**config.mk**
```make
export PLATFORM = sky130hd
export DESIGN_NAME = bram_pingpong_ctrl
export DESIGN_NICKNAME = d
export VERILOG_FILES = /design/src/rtl/bram_pingpong_ctrl.sv
export SDC_FILE = /design/constraint.sdc
export NUM_CORES = 1
export LEC_CHECK = 0
export ABC_AREA = 1
export CAP_MARGIN = 25
export CORE_AREA = 2 2 109 111
export DETAILED_ROUTE_END_ITERATION = 6
export DIE_AREA = 0 0 111 113
export HOLD_SLACK_MARGIN = 0.02
export PLACE_DENSITY = 0.8
export SYNTH_ARGS = -nofsm -noshare
export SYNTH_HDL_FRONTEND = slang
export SYNTH_SLANG_ARGS = --single-unit
```
**constraint.sdc**
```tcl
create_clock -name clk -period 1.92 [get_ports clk]
set_input_delay 0.192 -clock clk [delete_from_list [all_inputs] [get_ports clk]]
set_output_delay 0.192 -clock clk [all_outputs]
set_load 0.03 [all_outputs]
```
**src/rtl/bram_pingpong_ctrl.sv**
```systemverilog
// Ping-pong write sequencer: streams generator words into BRAM port A, one half at a time,
// and hands each full half to software through a ready/ack flag pair.
module bram_pingpong_ctrl #(
    parameter int unsigned ADDR_WIDTH = 16,
    parameter int unsigned DATA_WIDTH = 32,
    parameter int unsigned DEPTH      = 16384
) (
    input  logic                  clk,
    input  logic                  rst_n,
    input  logic                  enable,
    input  logic                  s_valid,
    input  logic [DATA_WIDTH-1:0] s_data,
    output logic                  s_ready,
    output logic                  bram_en,
    output logic [3:0]            bram_we,
    output logic [ADDR_WIDTH-1:0] bram_addr,
    output logic [DATA_WIDTH-1:0] bram_din,
    output logic [1:0]            half_ready,
    input  logic [1:0]            half_ack,
    output logic                  overflow,
    output logic [31:0]           half_count
);

    localparam int unsigned HALF_WORDS = DEPTH / 2;
    localparam int unsigned IDX_W      = $clog2(HALF_WORDS);
    localparam logic [IDX_W-1:0] IDX_LAST = IDX_W'(HALF_WORDS - 1);

    typedef enum logic [1:0] {
        ST_IDLE = 2'd0,
        ST_FILL = 2'd1,
        ST_WAIT = 2'd2
    } state_e;

    state_e                  state_q, state_d;
    logic [IDX_W-1:0]        idx_q, idx_d;
    logic                    cur_half_q, cur_half_d;
    logic [1:0]              set_pend_q, set_pend_d;
    logic [1:0]              half_ready_q, half_ready_d;
    logic                    overflow_q, overflow_d;
    logic [31:0]             half_count_q, half_count_d;
    logic                    enable_q;
    logic                    bram_en_q, bram_en_d;
    logic [3:0]              bram_we_q, bram_we_d;
    logic [ADDR_WIDTH-1:0]   bram_addr_q, bram_addr_d;
    logic [DATA_WIDTH-1:0]   bram_din_q, bram_din_d;

    logic                    accept;
    logic                    en_rise;
    logic                    new_half;
    logic [31:0]             byte_addr;

    assign s_ready   = enable && (state_q == ST_FILL);
    assign accept    = s_valid && s_ready;
    assign en_rise   = enable && !enable_q;
    assign new_half  = !cur_half_q;
    assign byte_addr = 32'({cur_half_q, idx_q}) << 2;

    // Next-state: a finished half is flagged one edge after its last write is registered,
    // so software never sees ready before the BRAM has captured the data.
    always_comb begin
        state_d      = state_q;
        idx_d        = idx_q;
        cur_half_d   = cur_half_q;
        set_pend_d   = 2'b00;
        half_ready_d = (half_ready_q & ~half_ack) | set_pend_q;
        overflow_d   = en_rise ? 1'b0 : (overflow_q || (s_valid && !s_ready && enable));
        half_count_d = en_rise ? 32'd0 : half_count_q;
        bram_en_d    = accept;
        bram_we_d    = accept ? 4'hF : 4'h0;
        bram_addr_d  = accept ? ADDR_WIDTH'(byte_addr) : bram_addr_q;
        bram_din_d   = accept ? s_data : bram_din_q;

        case (state_q)
            ST_IDLE: begin
                if (enable) begin
                    state_d    = ST_FILL;
                    idx_d      = '0;
                    cur_half_d = 1'b0;
                end
            end
            ST_FILL: begin
                if (accept) begin
                    idx_d = idx_q + IDX_W'(1);
                    if (idx_q == IDX_LAST) begin
                        idx_d                  = '0;
                        set_pend_d[cur_half_q] = 1'b1;
                        half_count_d           = half_count_q + 32'd1;
                        cur_half_d             = new_half;
                        // A same-cycle ack on the other half frees it in time to keep filling.
                        if ((half_ready_q[new_half] && !half_ack[new_half]) || set_pend_q[new_half]) begin
                            state_d = ST_WAIT;
                        end
                    end
                end
            end
            ST_WAIT: begin
                if (!half_ready_q[cur_half_q] && !set_pend_q[cur_half_q]) begin
                    state_d = ST_FILL;
                end
            end
            default: state_d = ST_IDLE;
        endcase

        if (!enable) begin
            state_d      = ST_IDLE;
            idx_d        = '0;
            cur_half_d   = 1'b0;
            set_pend_d   = 2'b00;
            half_ready_d = 2'b00;
        end
    end

    always_ff @(posedge clk or negedge rst_n) begin
        if (!rst_n) begin
            state_q      <= ST_IDLE;
            idx_q        <= '0;
            cur_half_q   <= 1'b0;
            set_pend_q   <= 2'b00;
            half_ready_q <= 2'b00;
            overflow_q   <= 1'b0;
            half_count_q <= 32'd0;
            enable_q     <= 1'b0;
            bram_en_q    <= 1'b0;
            bram_we_q    <= 4'h0;
            bram_addr_q  <= '0;
            bram_din_q   <= '0;
        end else begin
            state_q      <= state_d;
            idx_q        <= idx_d;
            cur_half_q   <= cur_half_d;
            set_pend_q   <= set_pend_d;
            half_ready_q <= half_ready_d;
            overflow_q   <= overflow_d;
            half_count_q <= half_count_d;
            enable_q     <= enable;
            bram_en_q    <= bram_en_d;
            bram_we_q    <= bram_we_d;
            bram_addr_q  <= bram_addr_d;
            bram_din_q   <= bram_din_d;
        end
    end

    assign bram_en    = bram_en_q;
    assign bram_we    = bram_we_q;
    assign bram_addr  = bram_addr_q;
    assign bram_din   = bram_din_q;
    assign half_ready = half_ready_q;
    assign overflow   = overflow_q;
    assign half_count = half_count_q;

endmodule

```
# ---- Word level (Yosys, flattened, before mapping)
# Index checks and enable logic that the tools add are counted.
dict set report classes {
  addsub 2
  n_lt_le_gt_ge 3
  n_reduce_logical 20
  eq_ne 8
  bitwise_logic 3
  mux 37
}
# cell count
set op_table {}
lappend op_table {{$mux W32} 4}
lappend op_table {{$mux W13} 3}
lappend op_table {{$add A32 B1 Y32 const B} 1}
lappend op_table {{$pmux W13 S2} 1}
lappend op_table {{$mux W2} 10}
lappend op_table {{$mux W1} 15}
lappend op_table {{$add A13 B1 Y13 const B} 1}
lappend op_table {{$eq A13 B13 Y1 const B} 1}
lappend op_table {{$logic_and A1 B1 Y1} 8}
lappend op_table {{$logic_not A1 Y1} 6}
lappend op_table {{$ne A3 B2 Y1 const B} 2}
lappend op_table {{$ne A3 B3 Y1 const B} 2}
lappend op_table {{$pmux W2 S3} 1}
lappend op_table {{$lt A1 B2 Y1 const B} 2}
lappend op_table {{$mux W4} 1}
lappend op_table {{$reduce_and A4 Y1} 1}
lappend op_table {{$ne A3 B1 Y1 const B} 1}
lappend op_table {{$reduce_and A3 Y1} 1}
lappend op_table {{$and A2 B2 Y2} 1}
lappend op_table {{$eq A2 B1 Y1 const B} 1}
lappend op_table {{$eq A2 B2 Y1 const B} 1}
lappend op_table {{$logic_not A2 Y1} 1}
lappend op_table {{$logic_or A1 B1 Y1} 2}
lappend op_table {{$not A2 Y2} 1}
lappend op_table {{other kinds (5)} 5}
dict set report word_totals {
  out_inout_bits 89
  inputBits 38
  reg_bits 105
  elab_cells 85
}

# ---- Longest topological paths before layout
dict set report depth {
  word_depth 11
  depth_mapped 10
  mapped_depth_nobuf 9
}

# ---- Worst setup path after synthesis
# OpenSTA, ideal clock, no wires.
dict set report synth_path {
  kind {register -> register}
  from {register half_count_q[0] (netlist: half_count[0])}
  to {register half_count_q[10] (netlist: half_count[10])}
  t_required_ps 1802
  n_path_buf 0
  t_arrival_ps 1647
  setup_time_ps 118
  setup_slack_ps 155
  period_less_slack_ps 1765
  path_stages_with_launch 9
  cell_sequence {dfrtp_1 > ha_1 > nand2_1 > nor2_1 > nand3_1 > nor3_2 > nand2_1 > nand2_1 > nor2_1}
}
dict set report synth_via {
  elab_chain_len 4
}
# item line_no
set synth_rtl {}
lappend synth_rtl {{start, declared} 40} ;# logic [31:0] half_count_q, half_count_d;
lappend synth_rtl {{start signal, assigned} 134} ;# half_count_q <= half_count_d;
lappend synth_rtl {{$add A32 B1 Y32} 87} ;# half_count_d = half_count_q + 32'd1;
lappend synth_rtl {{$mux W32} 84} ;# if (idx_q == IDX_LAST) begin
lappend synth_rtl {{$mux W32} 82} ;# if (accept) begin
lappend synth_rtl {{$mux W32} 73} ;# case (state_q)
lappend synth_rtl {{net half_count_d[10]} 40}
# The timed path passes the listed nets, and every way through them passes these cells.
# A chain may end at the register's enable or synchronous reset.

# ---- Worst setup path in the final report
dict set report layout_path {
  from {register idx_q[0]}
  to {register idx_q[2]}
}
dict set report layout_via {
  elab_chain_len 5
  elab_cells_between_ends 6
  classes_between {add/sub (1); eq/ne (1); mux (4)}
}
# item line_no
set layout_rtl {}
lappend layout_rtl {{start, declared} 35} ;# logic [IDX_W-1:0] idx_q, idx_d;
lappend layout_rtl {{start signal, assigned} 129} ;# idx_q <= idx_d;
lappend layout_rtl {{$add A13 B1 Y13 / $eq A13 B13 Y1 (equally long branches)} {83, 84}}
lappend layout_rtl {{$mux W13 (*)} 84}
lappend layout_rtl {{$mux W13 (*)} 82}
lappend layout_rtl {{$pmux W13 S2 (*)} 73}
lappend layout_rtl {{$mux W13 (*)} 104} ;# if (!enable) begin
# Mark *: on every way between the ends. The rest lies on a longest branch, timed or not. The select of a mux whose other input is x is not followed.

==> results.py <==
metrics = {
    "drt": {
        "drt_iter0_markers": 409,
        "vias_per_cell": 5.056,
        "drc": 0,
        "vias": 4803,
        "drt-total-wl_um": 12580,
        "ant_nets": 0,
        "firstDrtPassIters": 5,
        "wl_per_cell_um": 13.24,
    },
    "worst_setup_path": {
        "reg2reg_to": "idx_q[2]",
        "crit_type": "reg2reg",
        "cp-end-kind": "flip-flop",
        "cp-start-kind": "flip-flop",
        "rrSetupSlack_ps": 110,
        "path_max_fanout": 7,
        "r2r_cells": 8,
        "crit_required_ps": 2150,
        "rr_startpoint": "idx_q[0]",
        "cp_data_arrival_time_ps": 2040,
    },
    "pwr": {
        "p_total_mw": 6.729,
        "leakage_nw": 3.142,
        "peakVddDrop_mv": 0.6384,
        "p_per_area_nw_per_um2": 981.7,
    },
    "hold_path": {
        "min_to": "bram_din[29]",
        "min_path_cells": 3,
        "min_from": "s_data[29]",
        "min_path_type": "in2reg",
    },
    "logic_synthesis": {
        "synth.avg_cell_area_sq_um": 7.584,
        "ys_ff_latch": 101,
        "syn_area_sq_um": 5036,
        "ys_top_cells_by_area": "dfrtp_1 50%, nand2_1 19%, nor2_1 5.6%",
        "synth_top_cell_area_share_pct": 50.19,
        "synth.distinct_cells": 34,
        "yosys_warnings": 0,
        "yosysSeqAreaShare_pct": 50.19,
        "post-synth-top-area-cell": "dfrtp_1",
        "syn_inst": 664,
    },
    "job": {
        "maxCapViolCount": 0,
    },
    "grt": {
        "grt_pass1_vias": 4543,
        "grt_max_degree": 102,
        "gr-total-overflow": 0,
        "track_usage_pct": 20.65,
        "antenna_found_initial": 0,
        "grt_pass1_wl_um": 21260,
    },
    "clocking": {
        "cts_tree": "built",
        "cts_made_buffers": 9,
        "clk_path_buf_depth": 2,
        "clkTransAtPathRegs_ps": 70,
        "clock_latency_ps": 350,
        "cts_max_level": 3,
        "cts.sinks": 101,
        "clockRootBuffer": "clkbuf_16",
    },
    "sta": {
        "rsz0062_at_grt": "true",
        "fin_crit_sh_pct": 94.29,
        "timing.fmax_mhz": 552.4,
        "fin_hold_ws_ps": 371.9,
        "setup_viol": 0,
        "hold_viol": 0,
        "fin_setup_tns_ps": 0,
        "skew_ps": 6.214,
        "tightest_slew_ps": 555.4,
        "slew_headroom_pct": 62.97,
        "slew_violations": 0,
        "period_needed_ps": 1810,
    },
    "floorplan": {
        "std_cell_rows": 39,
        "io_pins": 127,
        "die_x_um": 111,
        "initial_core_util_pct": 44.68,
        "die-area_sq_um": 12540,
        "die_y_um": 113,
        "core_region_area_sq_um": 11270,
    },
    "placement": {
        "place_congestion": 0.8765,
        "hpwl_um": 8845,
        "port_buffers": 124,
        "placed_cell_area_sq_um": 6519,
    },
    "finish": {
        "final_cell_mix": "256 x nand2_1, 122 x clkdlybuf4s50_1, 101 x dfrtp_1",
        "syn_to_final_growth_pct": 36.10,
        "fin_area_sq_um": 6854,
        "fillerInstances": 989,
        "diodes": 0,
        "finalNetCount": 842,
        "drive_gt1_share_pct": 8.055,
        "layout_commonest_cell": "nand2_1",
    },
    "outcome": {
        "status": "finished, final reports clean",
    },
}
worst max path at each step:
stage	slack (ps)	cells after the start	endpoint	from
after global placement	100	7	half_count[28]	enable
after detailed placement	50	8	half_count[28]	enable
after global routing	-20	8	half_count[28]	idx_q[0]
after CTS	50	8	idx_q[2]	idx_q[0]
final	110	8	idx_q[2]	idx_q[0]
after floorplan	160	8	half_count[10]	half_count[0]
metrics by stage:
step / utilization, % / setup WS [ps] / instances
finish: 60.81 / 109.6 / 950
detailed placement: 57.83 / 50.34 / 931
CTS: 60.51 / 53.07 / 948
global route: 60.81 / -22.93 / 950
floorplan: - / 155.2 / 665
global placement: 57.83 / 97.27 / 931
layer usage:
layer  up-vias  GRT usage, %  share of wire (%)  wire length, um
met5         -             0                  0                0
met4         0         6.083                1.6              199
met3        14         5.624                8.5             1073
met2       202         32.92                 46             5804
met1      2223         27.93                 44             5503
li1       2364             -                  -                -
state kept, by name (all words and copies together) (netlist names), 2 cells and up:
| name | flops |
|---|---|
| bram_addr | 14 |
| bram_din | 32 |
| half_count | 32 |
| half_ready | 2 |
| idx_q | 13 |
| set_pend_q | 2 |
| state_q | 2 |
critical path, cell delays in order, from the launching register on:
cell and delay, ps:
dfrtp_1 380, ha_2 220, nand3_2 170, nor3_2 230, nand2_1 160, nand2_1 150, nand2_1 160, inv_2 160
nor2_1 70
area by class of cell:
cell class	count	area, sq um	area share (%)
inverters	63	236.5	3.450
clock buffers	10	239.0	3.487
multi-input cells	477	2148	31.34
repair buffers	150	1471	21.47
flip-flops and latches	101	2527	36.87
well taps	143	178.9	2.610
clock inverters	6	52.55	0.7667
logic make-up after synthesis:
| logic type | after synthesis | synth area share [%] |
|---|---|---|
| adder cells (fa/ha/maj) | 2 | 0.4968 |
| buffers and inverters | 87 | 7.652 |
| XOR/XNOR | 5 | 0.8697 |
| AO/OA/AOI/OAI | 46 | 5.044 |
| other | 1 | 0.07446 |
| AND/OR/NAND/NOR | 422 | 35.68 |
| flip-flops | 101 | 50.19 |
Yosys cell counts, drive strengths merged:
master and count:
nand2 256, dfrtp 101, nor2 80, inv 62
nand3 48, o21ai 28, nand4 18, buf 17
a21oi 14, nor3 13, clkbuf 7, nand3b 5
xor2 3, ha 2, xnor2 2, a21boi 1
a31oi 1, clkinv 1, conb 1, nor3b 1
nor4 1, o211ai 1, o31ai 1
where the power goes:
part           switching [mW]  leakage, nW  internal (mW)
clock                   0.844        0.144          0.939
combinational            1.35         1.64          0.895
sequential              0.206         1.36           2.49
total                    2.40         3.14           4.33
what timing repair did:
action	CTS	global route
hold buffers	1	0
buffers inserted	0	2
resized for setup	0	6
setup endpoints to repair	0	18
endpoints found under the hold margin	101	0
(Power assumes the default switching activity.)
